### src/rtl/mem_rd_wr_arbiter.sv
// Arbiter that shares one MIG user-interface command/write-data port between
// the capture write path and the host readout path. Bounded-burst round-robin
// on contention, one command per grant, req/ack handshake toward requesters.
module mem_rd_wr_arbiter #(
    parameter int ADDR_W     = 29,
    parameter int DATA_W     = 256,
    parameter int MAX_BURSTS = 8
) (
    input  logic                clk,
    input  logic                reset_clk_n,
    input  logic                mem_wr_req,
    input  logic [ADDR_W-1:0]   mem_wr_addr,
    input  logic [DATA_W-1:0]   mem_wr_data,
    output logic                mem_wr_ack,
    input  logic                mem_rd_req,
    input  logic [ADDR_W-1:0]   mem_rd_addr,
    output logic                mem_rd_ack,
    output logic                app_en,
    output logic [2:0]          app_cmd,
    output logic [ADDR_W-1:0]   app_addr,
    input  logic                app_rdy,
    output logic                app_wdf_wren,
    output logic [DATA_W-1:0]   app_wdf_data,
    output logic                app_wdf_end,
    output logic [DATA_W/8-1:0] app_wdf_mask,
    input  logic                app_wdf_rdy,
    output logic [1:0]          grant
);

    typedef enum logic [1:0] {ARB, WR_CMD, RD_CMD, ACK} state_t;

    localparam logic [7:0] MAX_CNT = 8'(MAX_BURSTS);
    localparam logic [2:0] CMD_WR  = 3'b000;
    localparam logic [2:0] CMD_RD  = 3'b001;

    state_t     state, state_d;
    logic [7:0] burst_cnt;   // consecutive grants to last owner; 0 = no burst running
    logic       last_wr;     // 1: last owner was write, 0: read
    logic       cmd_done;    // command handshake of current write finished
    logic       data_done;   // data handshake of current write finished
    logic       take_wr;
    logic       take_rd;
    logic       keep_owner;
    logic       cmd_fire;
    logic       data_fire;

    // Port-facing strobes are decoded from registered state only, so an async
    // reset clears them in the same cycle and they never glitch on inputs.
    assign app_en       = ((state == WR_CMD) && !cmd_done) || (state == RD_CMD);
    assign app_wdf_wren = (state == WR_CMD) && !data_done;
    assign app_wdf_end  = app_wdf_wren;
    assign app_wdf_mask = '0;
    assign mem_wr_ack   = (state == ACK) && grant[1];
    assign mem_rd_ack   = (state == ACK) && grant[0];

    assign cmd_fire  = app_en & app_rdy;
    assign data_fire = app_wdf_wren & app_wdf_rdy;

    // A burst with count 0 (fresh from reset or after an idle ARB) hands the
    // tie to the other side, so reset with last owner = read favours write.
    assign keep_owner = (burst_cnt != 8'd0) && (burst_cnt < MAX_CNT);

    // Next-state and grant decision.
    always_comb begin
        // NOTE: every variable gets a default first so no path leaves it unassigned (no latch).
        state_d = state;
        take_wr = 1'b0;
        take_rd = 1'b0;
        unique case (state)
            ARB: begin
                if (mem_wr_req && mem_rd_req) begin
                    take_wr = keep_owner ? last_wr : !last_wr;
                    take_rd = !take_wr;
                end else begin
                    take_wr = mem_wr_req;
                    take_rd = mem_rd_req;
                end
                if (take_wr)      state_d = WR_CMD;
                else if (take_rd) state_d = RD_CMD;
            end
            WR_CMD: begin
                if ((cmd_done || cmd_fire) && (data_done || data_fire)) state_d = ACK;
            end
            RD_CMD: begin
                if (app_rdy) state_d = ACK;
            end
            ACK:     state_d = ARB;
            default: state_d = ARB;
        endcase
    end

    // State register.
    always_ff @(posedge clk or negedge reset_clk_n) begin
        // NOTE: sequential state uses non-blocking assignments so all registers update together.
        if (!reset_clk_n) state <= ARB;
        else              state <= state_d;
    end

    // Command capture, burst accounting and handshake bookkeeping.
    always_ff @(posedge clk or negedge reset_clk_n) begin
        if (!reset_clk_n) begin
            app_addr     <= '0;
            app_cmd      <= CMD_WR;
            app_wdf_data <= '0;
            grant        <= 2'b00;
            burst_cnt    <= 8'd0;
            last_wr      <= 1'b0;
            cmd_done     <= 1'b0;
            data_done    <= 1'b0;
        end else begin
            if (state == ARB) begin
                if (take_wr || take_rd) begin
                    app_addr  <= take_wr ? mem_wr_addr : mem_rd_addr;
                    app_cmd   <= take_wr ? CMD_WR : CMD_RD;
                    grant     <= {take_wr, take_rd};
                    last_wr   <= take_wr;
                    cmd_done  <= 1'b0;
                    data_done <= 1'b0;
                    if (take_wr) app_wdf_data <= mem_wr_data;
                    if (take_wr == last_wr)
                        burst_cnt <= (burst_cnt >= MAX_CNT) ? burst_cnt : burst_cnt + 8'd1;
                    else
                        burst_cnt <= 8'd1;
                end else begin
                    burst_cnt <= 8'd0;
                end
            end
            if (cmd_fire)  cmd_done  <= 1'b1;
            if (data_fire) data_done <= 1'b1;
            if (state == ACK) grant <= 2'b00;
        end
    end

endmodule

### config.mk
export PLATFORM = sky130hd
export DESIGN_NAME = mem_rd_wr_arbiter
export DESIGN_NICKNAME = d
export VERILOG_FILES = /design/src/rtl/mem_rd_wr_arbiter.sv
export SDC_FILE = /design/constraint.sdc
export NUM_CORES = 1
export LEC_CHECK = 0
export ABC_AREA = 1
export CAP_MARGIN = 25
export CELL_PAD_IN_SITES_DETAIL_PLACEMENT = 0
export CELL_PAD_IN_SITES_GLOBAL_PLACEMENT = 1
export CORE_AREA = 2 2 251 253
export DETAILED_ROUTE_END_ITERATION = 10
export DIE_AREA = 0 0 253 255
export MAX_ROUTING_LAYER = met4
export PLACE_DENSITY = 0.64
export SLEW_MARGIN = 0
export SYNTH_ARGS = -nofsm -noshare
export SYNTH_HDL_FRONTEND = slang
export SYNTH_SLANG_ARGS = --single-unit
### constraint.sdc
create_clock -name clk -period 2.78 [get_ports clk]
set_input_delay 0.278 -clock clk [delete_from_list [all_inputs] [get_ports clk]]
set_output_delay 0.278 -clock clk [all_outputs]
set_load 0.01 [all_outputs]
======== After elaboration in Yosys (flattened, before gate mapping) ========
Cells that the tools add are included.
cells by class
  $add $sub $neg .......................... 1
  equal/unequal tests ..................... 8
  mux-type cells .......................... 24
  $lt $le $gt $ge ......................... 2
  bitwise logic cells ..................... 2
  reductions and logical operators ........ 30
operators with widths
  operator                                                                             count
  29-bit two-way mux                                                                   1
  8-bit two-way mux                                                                    3
  2-bit two-way mux                                                                    7
  1-bit two-way mux                                                                    12
  2-bit nonzero test                                                                   6
  2-bit AND reduction                                                                  5
  8-bit by 1-bit adder with 8-bit output, second input constant                        1
  8-bit by 4-bit greater-or-equal comparator with 1-bit output, second input constant  1
  8-bit by 4-bit less-than comparator with 1-bit output, second input constant         1
  2-bit case mux with 4 select lines                                                   1
  8-bit nonzero test                                                                   1
  1-bit logical AND                                                                    7
  3-bit AND reduction                                                                  2
  2-bit equality test, second input constant                                           2
  1-bit zero test                                                                      4
  1-bit logical OR                                                                     4
  3-bit by 1-bit != test with 1-bit output, second input constant                      1
  3-bit != test, second input constant                                                 1
  1-bit bitwise AND                                                                    2
  2-bit by 1-bit equality test with 1-bit output, second input constant                1
  2-bit zero test                                                                      1
  2-bit by 1-bit != test with 1-bit output, second input constant                      1
  2-bit != test, second input constant                                                 1
  1-bit equality test                                                                  1
storage, ports and cells
  word-level logic and storage cells ...... 76
  register bits ........................... 303
  input port bits ......................... 320

======== Logic depth before layout (Yosys ltp) ========
  depth in word-level cells ............... 11
  gate-level depth with buffers ........... 14
  mapped depth without buffers ............ 13

======== Worst setup path after synthesis ========
No wires, ideal clock.
  path kind ............................... register -> register
  start point ............................. reg state[1]
  end point ............................... reg state[0]
  period minus slack after synthesis ...... 1.875 ns
  setup time .............................. 0.135 ns
  path slack .............................. 0.905 ns
  required time ........................... 2.645 ns
  arrival ................................. 1.741 ns
  cell stages (with the launch flop) ...... 11
  cells stage by stage .................... dfrtp_1 > inv_1 > ha_1 > inv_1 > o21ai_0 > a21oi_1 > o21ai_0 > o21a_1 > o21ai_0 > nor2_1 > a21oi_1
between the ends
  cells in the longest elaborated chain, start to end .. 8
RTL lines
  what                                                  line  source
  start, declared                                       36    state_t state, state_d;
  start signal, assigned                                96    else state <= state_d;
  2-bit by 1-bit equality test with 1-bit output        49    assign app_en = ((state == WR_CMD) && !cmd_done) || (state == RD_CMD);
  1-bit logical AND                                     49
  1-bit logical OR *                                    49
  net app_en                                            18    output logic app_en,
  1-bit bitwise AND *                                   56    assign cmd_fire = app_en & app_rdy;
  1-bit logical OR *                                    82    if ((cmd_done || cmd_fire) && (data_done || data_fire)) state_d = ACK;
  1-bit logical AND *                                   82
  2-bit by 1-bit != test with 1-bit output (no line) *  --
  3-bit AND reduction (no line) *                       --
The timed path passes the listed nets; every way through them passes the cells marked *.
A chain may end at the register's enable or synchronous reset.

======== Final worst setup path ========
  start point ............................. reg state[1]
  end point ............................... out app_en
between the ends
  cells in the longest elaborated chain, start to end .. 3
RTL lines
  what                                            line
  2-bit by 1-bit equality test with 1-bit output  49
  1-bit logical AND                               49
  1-bit logical OR *                              49
  end, declared                                   18
Mark *: on every way between the ends. The rest lies on a longest branch, timed or not.

==> run metrics <==
status=complete, no violations; Static Leak=slightly below 10 nW; final core occ=0.330; Syn Area/Cell=8.73 µm²; Final Critical Period=2500 ps; async set-or-reset flop fraction in the synthesized netlist=1.00; Starting Density=0.196; critical path, cell by cell=inv_1, ha_1, inv_1, o21ai_0, clkdlybuf4s50_1; Yosys top cell area share=0.618; DRC Markers=0; CP max-delay cell=clkdlybuf4s50_1; wire length per cell=16.2 µm; largest area contributor in the netlist=dfrtp_1; Routed Antenna Nets=0; endpoint class of the critical path=primary output; Final Hold Fails=0; type of the tightest min-delay check=in2reg; Num CTS Buffers=38; Fmax=401 MHz; Startpoint Class=flop; gpl congestion=0.799; Post-synth EDFFs=0; max capacitance violation total=0; Req. time, crit path=about 2500 ps; die width=approximately 250 µm; setup repair after global routing missed its margin=false; Die H=~260 µm; peak supply drop=0.515 mV; Final setup viols=0; core footprint=62200 µm²; Critical Path Max Stage Delay=~630 ps; largest net degree at the start of global routing=90; synthesized flop and latch total=approximately 300; vias in the first global route=11300; Resized cells post-CTS=0; Crit Path Max Fanout=3; GRT Residual Overflow=0; Nets=~2300; Gate Count Post-Synth=1396; Worst-Margin Slew=662 ps; initial antenna violation count=1; post-DP HPWL=34400 µm; Seq/Total Area, Yosys=0.618; synthesis warning total=0; fillers=6477; gr usage total=0.139; Layout area overhead=68.4%; relative slew slack=0.559; Slew Viols, Final=0; Max Buffers Root-to-Sink=3; Main synth FF type=dfrtp_1; Placed Cells incl. Taps=2766; Worst Skew=13.0 ps; drt initial violations=516; CTS tree=done; sum of negative setup slack=0 ps; PortBufs=612; DR vias/cell=3.96; clock network latency to the later pin of the worst-skew pair=about 540 ps; Root Driver=clkbuf_16; Critical Path Most Common Cell=inv_1; Boundary Pins=647; Synth area leaders=dfrtp_1 62%, nand2_1 25%, nand3_1 4.0%; number of H-tree levels=2; Area after DPL=19200 µm²; drt pass-1 iters=5; via count=11200; first-pass GRT wire length=67600 µm; count of cell types in the netlist=26; CP arrival=2220 ps; clock tree sinks=301; share of layout cells above drive strength 1=0.0516; post-route cell area=20500 µm²; Setup CP Type=reg2out; Clock Pin Slew Worst Setup and Hold Paths=60 ps; Detailed Route WL=45800 µm; Pwr Density=1080 nW/µm²; crit share post-route=0.898; Die ar.=64500 µm²; std cell rows=around 90; Syn Std Cell Area=approximately 12000 µm²; Finished Layout Cells=2835
==> worst max-delay path, delay by kind of cell, from the launching register on <==
kind | cells | cell delay [ps]
adders and majority gates | 1 | 190
buffers and inverters | 3 | 800
DFF | 1 | 400
AOI/OAI and AO/OA | 1 | 290
==> layer usage <==
metal,part of all wire,GRT usage,vias up
met1,0.41,0.167,5339
met5,0,-,-
met4,0.020,0.0394,0
met3,0.073,0.0390,60
met2,0.50,0.227,383
li1,-,-,5450
==> cells in the mapped netlist (2+ instances only) <==
master / number
a21boi_1: 3
a21oi_1: 5
a31oi_1: 2
buf_2: 45
buf_4: 46
buf_6: 4
clkbuf_1: 14
dfrtp_1: 301
ha_1: 6
inv_1: 18
inv_2: 2
nand2_1: 821
nand3_1: 97
nand3_2: 2
nand4_1: 2
nor2_1: 7
nor2_2: 2
o21a_1: 2
o21ai_0: 10
==> power by group <==
part	total, W	internal, W	switching (W)	leakage (nW)
Clock	0.00514	0.00318	0.00196	0.641
Sequential	0.00746	0.00635	0.00111	3.78
Combinational	0.00946	0.00492	0.00453	5.37
Total	0.0221	0.0145	0.00760	9.80
==> timing repair <==
action	CTS	global route
hold buffers	1	0
endpoints found under the hold margin	62	0
buffers inserted	0	0
==> path summary, 6_finish.rpt <==
kind                                    from                 to  slack [ps]  cells past startpoint
hold / removal              mem_wr_data[176]  app_wdf_data[176]         270                      3
setup / recovery                    state[1]             app_en         280                      5
max in group asynchronous        reset_clk_n  app_wdf_data[229]        1560                      3
setup reg to reg                burst_cnt[0]   app_wdf_data[35]         620                     11
min in group asynchronous        reset_clk_n        app_addr[8]         350                      2
hold reg to reg            app_wdf_data[234]  app_wdf_data[234]         470                      2
==> cell type report <==
cell class | count | area, µm² | area share
clock buffer | 57 | 1170 | 0.0569
inverter | 20 | 82.6 | 0.00403
multi-input combinational | 999 | 4040 | 0.197
antenna | 1 | 2.50 | 0.000122
sequential | 301 | 7530 | 0.367
timing repair buffer | 648 | 6550 | 0.320
tap | 799 | 1000 | 0.0487
clock inverter | 10 | 138 | 0.00671
==> flip-flops by register name, indices dropped and copies added (netlist names), 2 cells and up <==
register      count
app_addr         29
state             2
burst_cnt         8
grant             2
app_wdf_data    256
==> layout by cell type, fill, tap and decap left out, drive strengths merged, types with 3 or more instances in the layout <==
master / synthesis / layout
buf: 95 / 36
nand4: 3 / 3
clkbuf: 14 / 57
clkdlybuf4s50: 0 / 611
a21boi: 3 / 3
o21ai: 10 / 10
nand3: 99 / 99
nor2: 9 / 9
nand2: 823 / 823
clkinv: 0 / 4
ha: 6 / 6
dfrtp: 301 / 301
inv: 20 / 22
conb: 1 / 34
bufinv: 0 / 3
a21oi: 5 / 5
==> per-stage QoR <==
| stage | hold slack, ps | total power [W] | setup slack [ps] |
|---|---|---|---|
| 6_report | 269 | 0.0221 | 283 |
| 5_1_grt | 241 | 0.0236 | 116 |
| 3_3_place_gp | 320 | 0.0170 | 608 |
| 3_5_place_dp | 333 | 0.0171 | 589 |
| 4_1_cts | 215 | 0.0225 | 230 |
| 2_1_floorplan | -17.6 | 0.0113 | 905 |
==> cells by family after synthesis <==
group | after synthesis | synth area share
flops | 301 | 0.618
xor+xnor | 2 | 0.00144
simple gates | 935 | 0.302
buf+inv | 129 | 0.0610
fa+ha+maj | 6 | 0.00616
compound gates | 22 | 0.0103
other cells | 1 | 0.000308
Power figures use the tool's default switching activity.
